$ cat src/rtl/ald_pkg.sv
// Shared definitions for the ALD cycle sequencer: state/phase encodings,
// recipe register addresses and recipe reset defaults.
package ald_pkg;

  typedef enum logic [3:0] {
    ST_IDLE    = 4'd0,
    ST_PREP    = 4'd1,
    ST_PULSE_P = 4'd2,
    ST_WAIT_P  = 4'd3,
    ST_VAC_P   = 4'd4,
    ST_PULSE_W = 4'd5,
    ST_WAIT_W  = 4'd6,
    ST_VAC_W   = 4'd7,
    ST_DONE    = 4'd8,
    ST_FAULT   = 4'd9
  } state_t;

  localparam logic [2:0] ADDR_PULSE_P = 3'd0;
  localparam logic [2:0] ADDR_WAIT_P  = 3'd1;
  localparam logic [2:0] ADDR_VAC_P   = 3'd2;
  localparam logic [2:0] ADDR_PULSE_W = 3'd3;
  localparam logic [2:0] ADDR_WAIT_W  = 3'd4;
  localparam logic [2:0] ADDR_VAC_W   = 3'd5;
  localparam logic [2:0] ADDR_TARGET  = 3'd6;
  localparam logic [2:0] ADDR_RSVD    = 3'd7;

  localparam int unsigned DEF_PULSE_P = 2000;
  localparam int unsigned DEF_WAIT_P  = 3000;
  localparam int unsigned DEF_VAC_P   = 4000;
  localparam int unsigned DEF_PULSE_W = 6000;
  localparam int unsigned DEF_WAIT_W  = 7000;
  localparam int unsigned DEF_VAC_W   = 8000;
  localparam int unsigned DEF_TARGET  = 9;

endpackage

$ cat src/rtl/ald_phase_timer.sv
// Tick accumulator for one timed phase; expire is high in the clk the phase
// should end. A zero duration expires immediately without waiting for a tick.
module ald_phase_timer #(
  parameter int DUR_W = 32
) (
  input  logic             clk,
  input  logic             rst,
  input  logic             clear,
  input  logic             tick,
  input  logic [DUR_W-1:0] dur,
  output logic             expire
);

  logic [DUR_W-1:0] acc;
  logic [DUR_W-1:0] acc_inc;

  assign acc_inc = acc + DUR_W'(1);

  always_ff @(posedge clk or negedge rst) begin
    if (!rst) begin
      acc <= '0;
    end else if (clear) begin
      acc <= '0;
    end else if (tick) begin
      acc <= acc_inc;
    end
  end

  assign expire = (dur == '0) || (tick && (acc_inc == dur));

endmodule

$ cat src/rtl/ald_cycle_sequencer.sv
// ALD recipe sequencer: N cycles of six timed valve phases.
// Optional pressure interlock enabled by defining ALD_INTERLOCK_EN.
module ald_cycle_sequencer
  import ald_pkg::*;
#(
  parameter int DUR_W = 32,
  parameter int CYC_W = 16
) (
  input  logic             clk,
  input  logic             rst,
  input  logic             tick,
  input  logic             start,
  input  logic             stop,
  input  logic             temp_ok,
  input  logic             pressure_ok,
  input  logic             cfg_we,
  input  logic [2:0]       cfg_addr,
  input  logic [DUR_W-1:0] cfg_wdata,
  output logic             sv_prec,
  output logic             sv_water,
  output logic             vv1,
  output logic             vv2,
  output logic             busy,
  output logic             done,
  output logic             fault,
  output logic [3:0]       phase,
  output logic [CYC_W-1:0] cycle_count
);

  state_t           state;
  state_t           state_next;
  logic [CYC_W-1:0] cnt_next;
  logic [CYC_W-1:0] cnt_inc;
  logic [DUR_W-1:0] dur_q [6];
  logic [CYC_W-1:0] target_q;
  logic [DUR_W-1:0] cur_dur;
  logic             start_q;
  logic             start_edge;
  logic             expire;
  logic             timed;
  logic             timer_clear;

  // Recipe registers are writable only while the sequencer is idle.
  always_ff @(posedge clk or negedge rst) begin
    if (!rst) begin
      dur_q[0] <= DUR_W'(DEF_PULSE_P);
      dur_q[1] <= DUR_W'(DEF_WAIT_P);
      dur_q[2] <= DUR_W'(DEF_VAC_P);
      dur_q[3] <= DUR_W'(DEF_PULSE_W);
      dur_q[4] <= DUR_W'(DEF_WAIT_W);
      dur_q[5] <= DUR_W'(DEF_VAC_W);
      target_q <= CYC_W'(DEF_TARGET);
    end else if (cfg_we && !busy) begin
      case (cfg_addr)
        ADDR_PULSE_P: dur_q[0] <= cfg_wdata;
        ADDR_WAIT_P:  dur_q[1] <= cfg_wdata;
        ADDR_VAC_P:   dur_q[2] <= cfg_wdata;
        ADDR_PULSE_W: dur_q[3] <= cfg_wdata;
        ADDR_WAIT_W:  dur_q[4] <= cfg_wdata;
        ADDR_VAC_W:   dur_q[5] <= cfg_wdata;
        ADDR_TARGET:  target_q <= cfg_wdata[CYC_W-1:0];
        default: ;
      endcase
    end
  end

  assign start_edge = start && !start_q;
  assign timed = state inside {ST_PULSE_P, ST_WAIT_P, ST_VAC_P,
                               ST_PULSE_W, ST_WAIT_W, ST_VAC_W};
  assign timer_clear = (state_next != state) || !timed;
  assign cnt_inc = (cycle_count == '1) ? cycle_count : cycle_count + CYC_W'(1);

  always_comb begin
    cur_dur = '0;
    case (state)
      ST_PULSE_P: cur_dur = dur_q[0];
      ST_WAIT_P:  cur_dur = dur_q[1];
      ST_VAC_P:   cur_dur = dur_q[2];
      ST_PULSE_W: cur_dur = dur_q[3];
      ST_WAIT_W:  cur_dur = dur_q[4];
      ST_VAC_W:   cur_dur = dur_q[5];
      default:    cur_dur = '0;
    endcase
  end

  ald_phase_timer #(.DUR_W(DUR_W)) u_timer (
    .clk    (clk),
    .rst    (rst),
    .clear  (timer_clear),
    .tick   (tick),
    .dur    (cur_dur),
    .expire (expire)
  );

  // Stop overrides everything else, including start and phase completion.
  always_comb begin
    state_next = state;
    cnt_next   = cycle_count;
    if (stop) begin
      state_next = ST_IDLE;
    end else begin
      case (state)
        ST_IDLE: begin
          if (start_edge) begin
            state_next = ST_PREP;
            cnt_next   = '0;
          end
        end
        ST_PREP: begin
          if (temp_ok && tick) state_next = (target_q == '0) ? ST_DONE : ST_PULSE_P;
        end
        ST_PULSE_P: if (expire) state_next = ST_WAIT_P;
        ST_WAIT_P:  if (expire) state_next = ST_VAC_P;
        ST_VAC_P:   if (expire) state_next = ST_PULSE_W;
        ST_PULSE_W: if (expire) state_next = ST_WAIT_W;
        ST_WAIT_W:  if (expire) state_next = ST_VAC_W;
        ST_VAC_W: begin
          if (expire) begin
            cnt_next   = cnt_inc;
            state_next = (cnt_inc == target_q) ? ST_DONE : ST_PULSE_P;
          end
        end
        ST_DONE:  state_next = ST_IDLE;
        ST_FAULT: state_next = ST_FAULT;
        default:  state_next = ST_IDLE;
      endcase
`ifdef ALD_INTERLOCK_EN
      if ((state == ST_PULSE_P || state == ST_PULSE_W) && !pressure_ok) state_next = ST_FAULT;
`endif
    end
  end

  // Outputs are decoded from the next state so they switch with the state register.
  always_ff @(posedge clk or negedge rst) begin
    if (!rst) begin
      state       <= ST_IDLE;
      cycle_count <= '0;
      start_q     <= 1'b0;
      sv_prec     <= 1'b0;
      sv_water    <= 1'b0;
      vv1         <= 1'b0;
      vv2         <= 1'b0;
      busy        <= 1'b0;
      done        <= 1'b0;
    end else begin
      state       <= state_next;
      cycle_count <= cnt_next;
      start_q     <= start;
      sv_prec     <= (state_next == ST_PULSE_P);
      sv_water    <= (state_next == ST_PULSE_W);
      vv1         <= (state_next == ST_PREP) || (state_next == ST_VAC_P);
      vv2         <= (state_next == ST_PREP) || (state_next == ST_VAC_W);
      busy        <= (state_next != ST_IDLE);
      done        <= (state_next == ST_DONE);
    end
  end

  assign phase = state;

`ifdef ALD_INTERLOCK_EN
  always_ff @(posedge clk or negedge rst) begin
    if (!rst) fault <= 1'b0;
    else      fault <= (state_next == ST_FAULT);
  end
`else
  logic unused_pressure;
  assign unused_pressure = pressure_ok;
  assign fault = 1'b0;
`endif

endmodule

$ cat config.mk
export PLATFORM = sky130hd
export DESIGN_NAME = ald_cycle_sequencer
export DESIGN_NICKNAME = d
export VERILOG_FILES = /design/src/rtl/ald_pkg.sv /design/src/rtl/ald_phase_timer.sv /design/src/rtl/ald_cycle_sequencer.sv
export SDC_FILE = /design/constraint.sdc
export NUM_CORES = 1
export LEC_CHECK = 0
export ABC_AREA = 1
export BUFFER_PORTS_ARGS = -buffer_cell sky130_fd_sc_hd__buf_2
export CORE_ASPECT_RATIO = 0.7
export CORE_MARGIN = 4
export CORE_UTILIZATION = 60
export CTS_BUF_LIST = sky130_fd_sc_hd__clkbuf_8
export DETAILED_ROUTE_END_ITERATION = 16
export GPL_ROUTABILITY_DRIVEN = 0
export HOLD_SLACK_MARGIN = 0.12
export PLACE_DENSITY = 0.78
export SLEW_MARGIN = 20
export SYNTH_ARGS = -nofsm -noshare
export SYNTH_HDL_FRONTEND = slang
export SYNTH_SLANG_ARGS = --single-unit
$ cat constraint.sdc
create_clock -name clk -period 3.45 [get_ports clk]
set_input_delay 0.345 -clock clk [delete_from_list [all_inputs] [get_ports clk]]
set_output_delay 0.345 -clock clk [all_outputs]
set_load 0.03 [all_outputs]
==> out/metrics.cfg <==
[status]
outcome = finished with violations
violations = negative setup slack

[place]
pre_cts_ws_ns = 0.08373
io_buffers = 67
placedCellCount = 2337
place_area_um2 = 15490
place_hpwl_mm = 29.09

[die]
core_um2 = 23640
start_util_pct = 61.01
num_rows = 47
die_w_um = 193.3
die_h_um = 137.7
io_pins = 70
die-area_um2 = 26620

[drt]
drt-pass1-iter-count = 9
routedWlPerCell_um = 18.50
drt_iter0_markers = 1671
wirelength_mm = 46.02
vias_per_cell = 5.734
vias = 14270
drc_errors = 0
drt.antenna.violating_nets = 0

[synth]
synth.avg_cell_area_um2 = 7.366
ys.flop_type = dfrtp_1
synth_area_leaders = dfrtp_1 (39%), nand2_1 (18%), o21ai_0 (8.2%), dfstp_2 (7.5%), inv_1 (5.1%)
netlist_instances = 1958
synth_fp_nets = 2003
yosys_warnings = 0
ys_types = 47
synth_edf_count = 0
ys_ff_latch = 267
synth_top_area_cell = dfrtp_1
synthArstFlopShare_pct = 100.0
synth_area_um2 = 14420
seq_area_frac_synth_pct = 46.68
synth_top_area_share_pct = 39.21

[global_routing]
grt_pass1_vias = 12510
grt_max_degree = 101
overflow = 0
grt.total_usage_pct = 32.05
grt_pass1_wl_mm = 67.73
antenna_found_initial = 0

[finish]
fin_area_um2 = 17580
area_delta_synth_final_pct = 21.92
multi_input_area_um2 = 6927
layout-drive-gt1-share_pct = 19.35
seq_area_um2 = 6738
final_common_cell = nand2_1
fin_cells = 2488
diodes = 0
fill_cells = 1716
final_cell_mix = nand2_1 (669), o21ai_0 (234), dfrtp_1 (222)
fin_nets = 2181

[clock_tree]
clk_latency_ns = 0.62
clkSlewWorstSetupHoldPaths_ns = 0.07
cts_max_level = 2
numCtsBuffers = 42
tritoncts = done
clock-sinks = 267
cts_root_buf = clkbuf_8
clk_path_buf_depth = 3

[critical_path]
critical_path.slowest_cell = dfrtp_2
cpPeakStageDelay_ns = 0.49
startpoint = phase[1]$_DFF_PN0_
worst-setup-path-type = reg -> reg
path_delay_family = simple AND/OR/NAND/NOR gates
crit_required_ns = 3.94
critPathMaxFanout = 7
crit_path_end_kind = flop
rr_startpoint = phase[1]$_DFF_PN0_
cp_data_arrival_time_ns = 4.03
cp-start-kind = flop
crit_buf_inv = 6

[timing]
fin_crit_ns = 3.533
worst_pin_slew_ns = 0.9398
finalCritPeriodShare_pct = 102.4
finalClockSkew_ns = 0.04952
fin_hold_ws_ns = 0.3200
layout_setup_ws_ns = -0.08343
fmax_ghz = 0.2830
max_slew_margin_pct = 37.28
slew_viol_final = 0
setup_tns_ns = -1.729
finalHoldViolCount = 0
setup_viol = 32

[min_path]
hold_path.class = in -> reg
hp-start = cfg_addr[0]

[pwr]
power_density_nw_per_um2 = 478.2
p_leak_nw = 8.762
ir_worst_vdd_v = 0.0003881

[job]
cap_viol_max_count = 0

## flip-flops by register name, summed over array words and instances (netlist names)
signal and cells:
start_q 1, vv2 1, target_q 16, sv_water 1, busy 1, u_timer.acc 32
phase 4, dur_q 192, done 1, sv_prec 1, cycle_count 16, vv1 1
## power breakdown
part	internal [mW]	switching, mW
clock network	1.45	1.33
logic	0.518	0.853
registers	3.89	0.373
total	5.85	2.56
## cells in the mapped netlist, types with 3 or more instances
cell type  instances
o22ai_1            6
nand2_4            3
nand2_1          701
nor2_4             6
nand3_1          106
inv_2              3
a21oi_1           31
buf_2              6
inv_1            196
nand4_1           17
clkbuf_1          45
dfstp_2           41
a22o_1            12
nand2_2            9
nor2_2             6
buf_6             16
buf_4              4
nor3_2            30
xor2_1            20
o21ai_1           10
xnor2_1            3
dfrtp_1          226
nor2_1           174
o21ai_0          236
nor4_1             9
o21bai_1           3
nor3_1            13
## logic make-up after synthesis
group / after synthesis / synth area share, %
AO/OA/AOI/OAI: 307 / 11.25
XOR/XNOR: 23 / 1.397
adder cells (fa/ha/maj): 2 / 0.1735
buffers and inverters: 273 / 8.146
flip-flops: 267 / 46.68
other: 1 / 0.02600
AND/OR/NAND/NOR: 1085 / 32.32
## repair_timing
action                     in CTS  in global routing
pin swaps                       0                 43
cloned                          0                  9
buffers inserted                0                 29
hold endpoints to repair      205                  0
hold buffers                   35                  0
setup endpoints to repair       2                 54
resized for setup               1                119
## final timing paths
check	depth (start not counted)	endpoint	slack, ns
max in group asynchronous	3	dur_q[74]$_DFFE_PN1P_	2.07
min in group asynchronous	2	phase[2]$_DFF_PN0_	0.38
setup reg to reg	26	u_timer.acc[1]$_DFFE_PN0P_	-0.08
hold reg to reg	2	dur_q[151]$_DFFE_PN0P_	0.48
hold / removal	5	dur_q[8]$_DFFE_PN1P_	0.32
setup / recovery	26	u_timer.acc[1]$_DFFE_PN0P_	-0.08
## layout make-up
type                            instances  share of cell area, %
Inverter                              201                  4.376
Tap cell                              318                  2.263
Clock inverter                         26                 0.8325
Sequential cell                       267                  38.32
Timing Repair Buffer                  206                  10.75
Multi-Input combinational cell       1418                  39.39
Clock buffer                           52                  4.070
## metrics by stage
stage / util (%) / power, mW
floorplan: - / 5.045
global placement: 65.54 / 5.422
global route: 74.38 / 8.841
detailed placement: 65.54 / 5.508
finish: 74.38 / 8.409
CTS: 70.67 / 8.300
## worst register-to-register path, delay by kind of cell, from the launching register on
kind,cells,cell delay [ns]
buf+inv,6,0.75
flops,1,0.49
simple gates,20,2.20
## metal layers
layer | track usage, % | vias up | share of wire (%)
met5 | 0 | - | 0
met4 | 8.805 | 0 | 3.5
met3 | 7.529 | 137 | 14
met2 | 46.55 | 878 | 41
met1 | 48.39 | 6667 | 42
li1 | - | 6584 | -
Power figures use the tool's default switching activity.
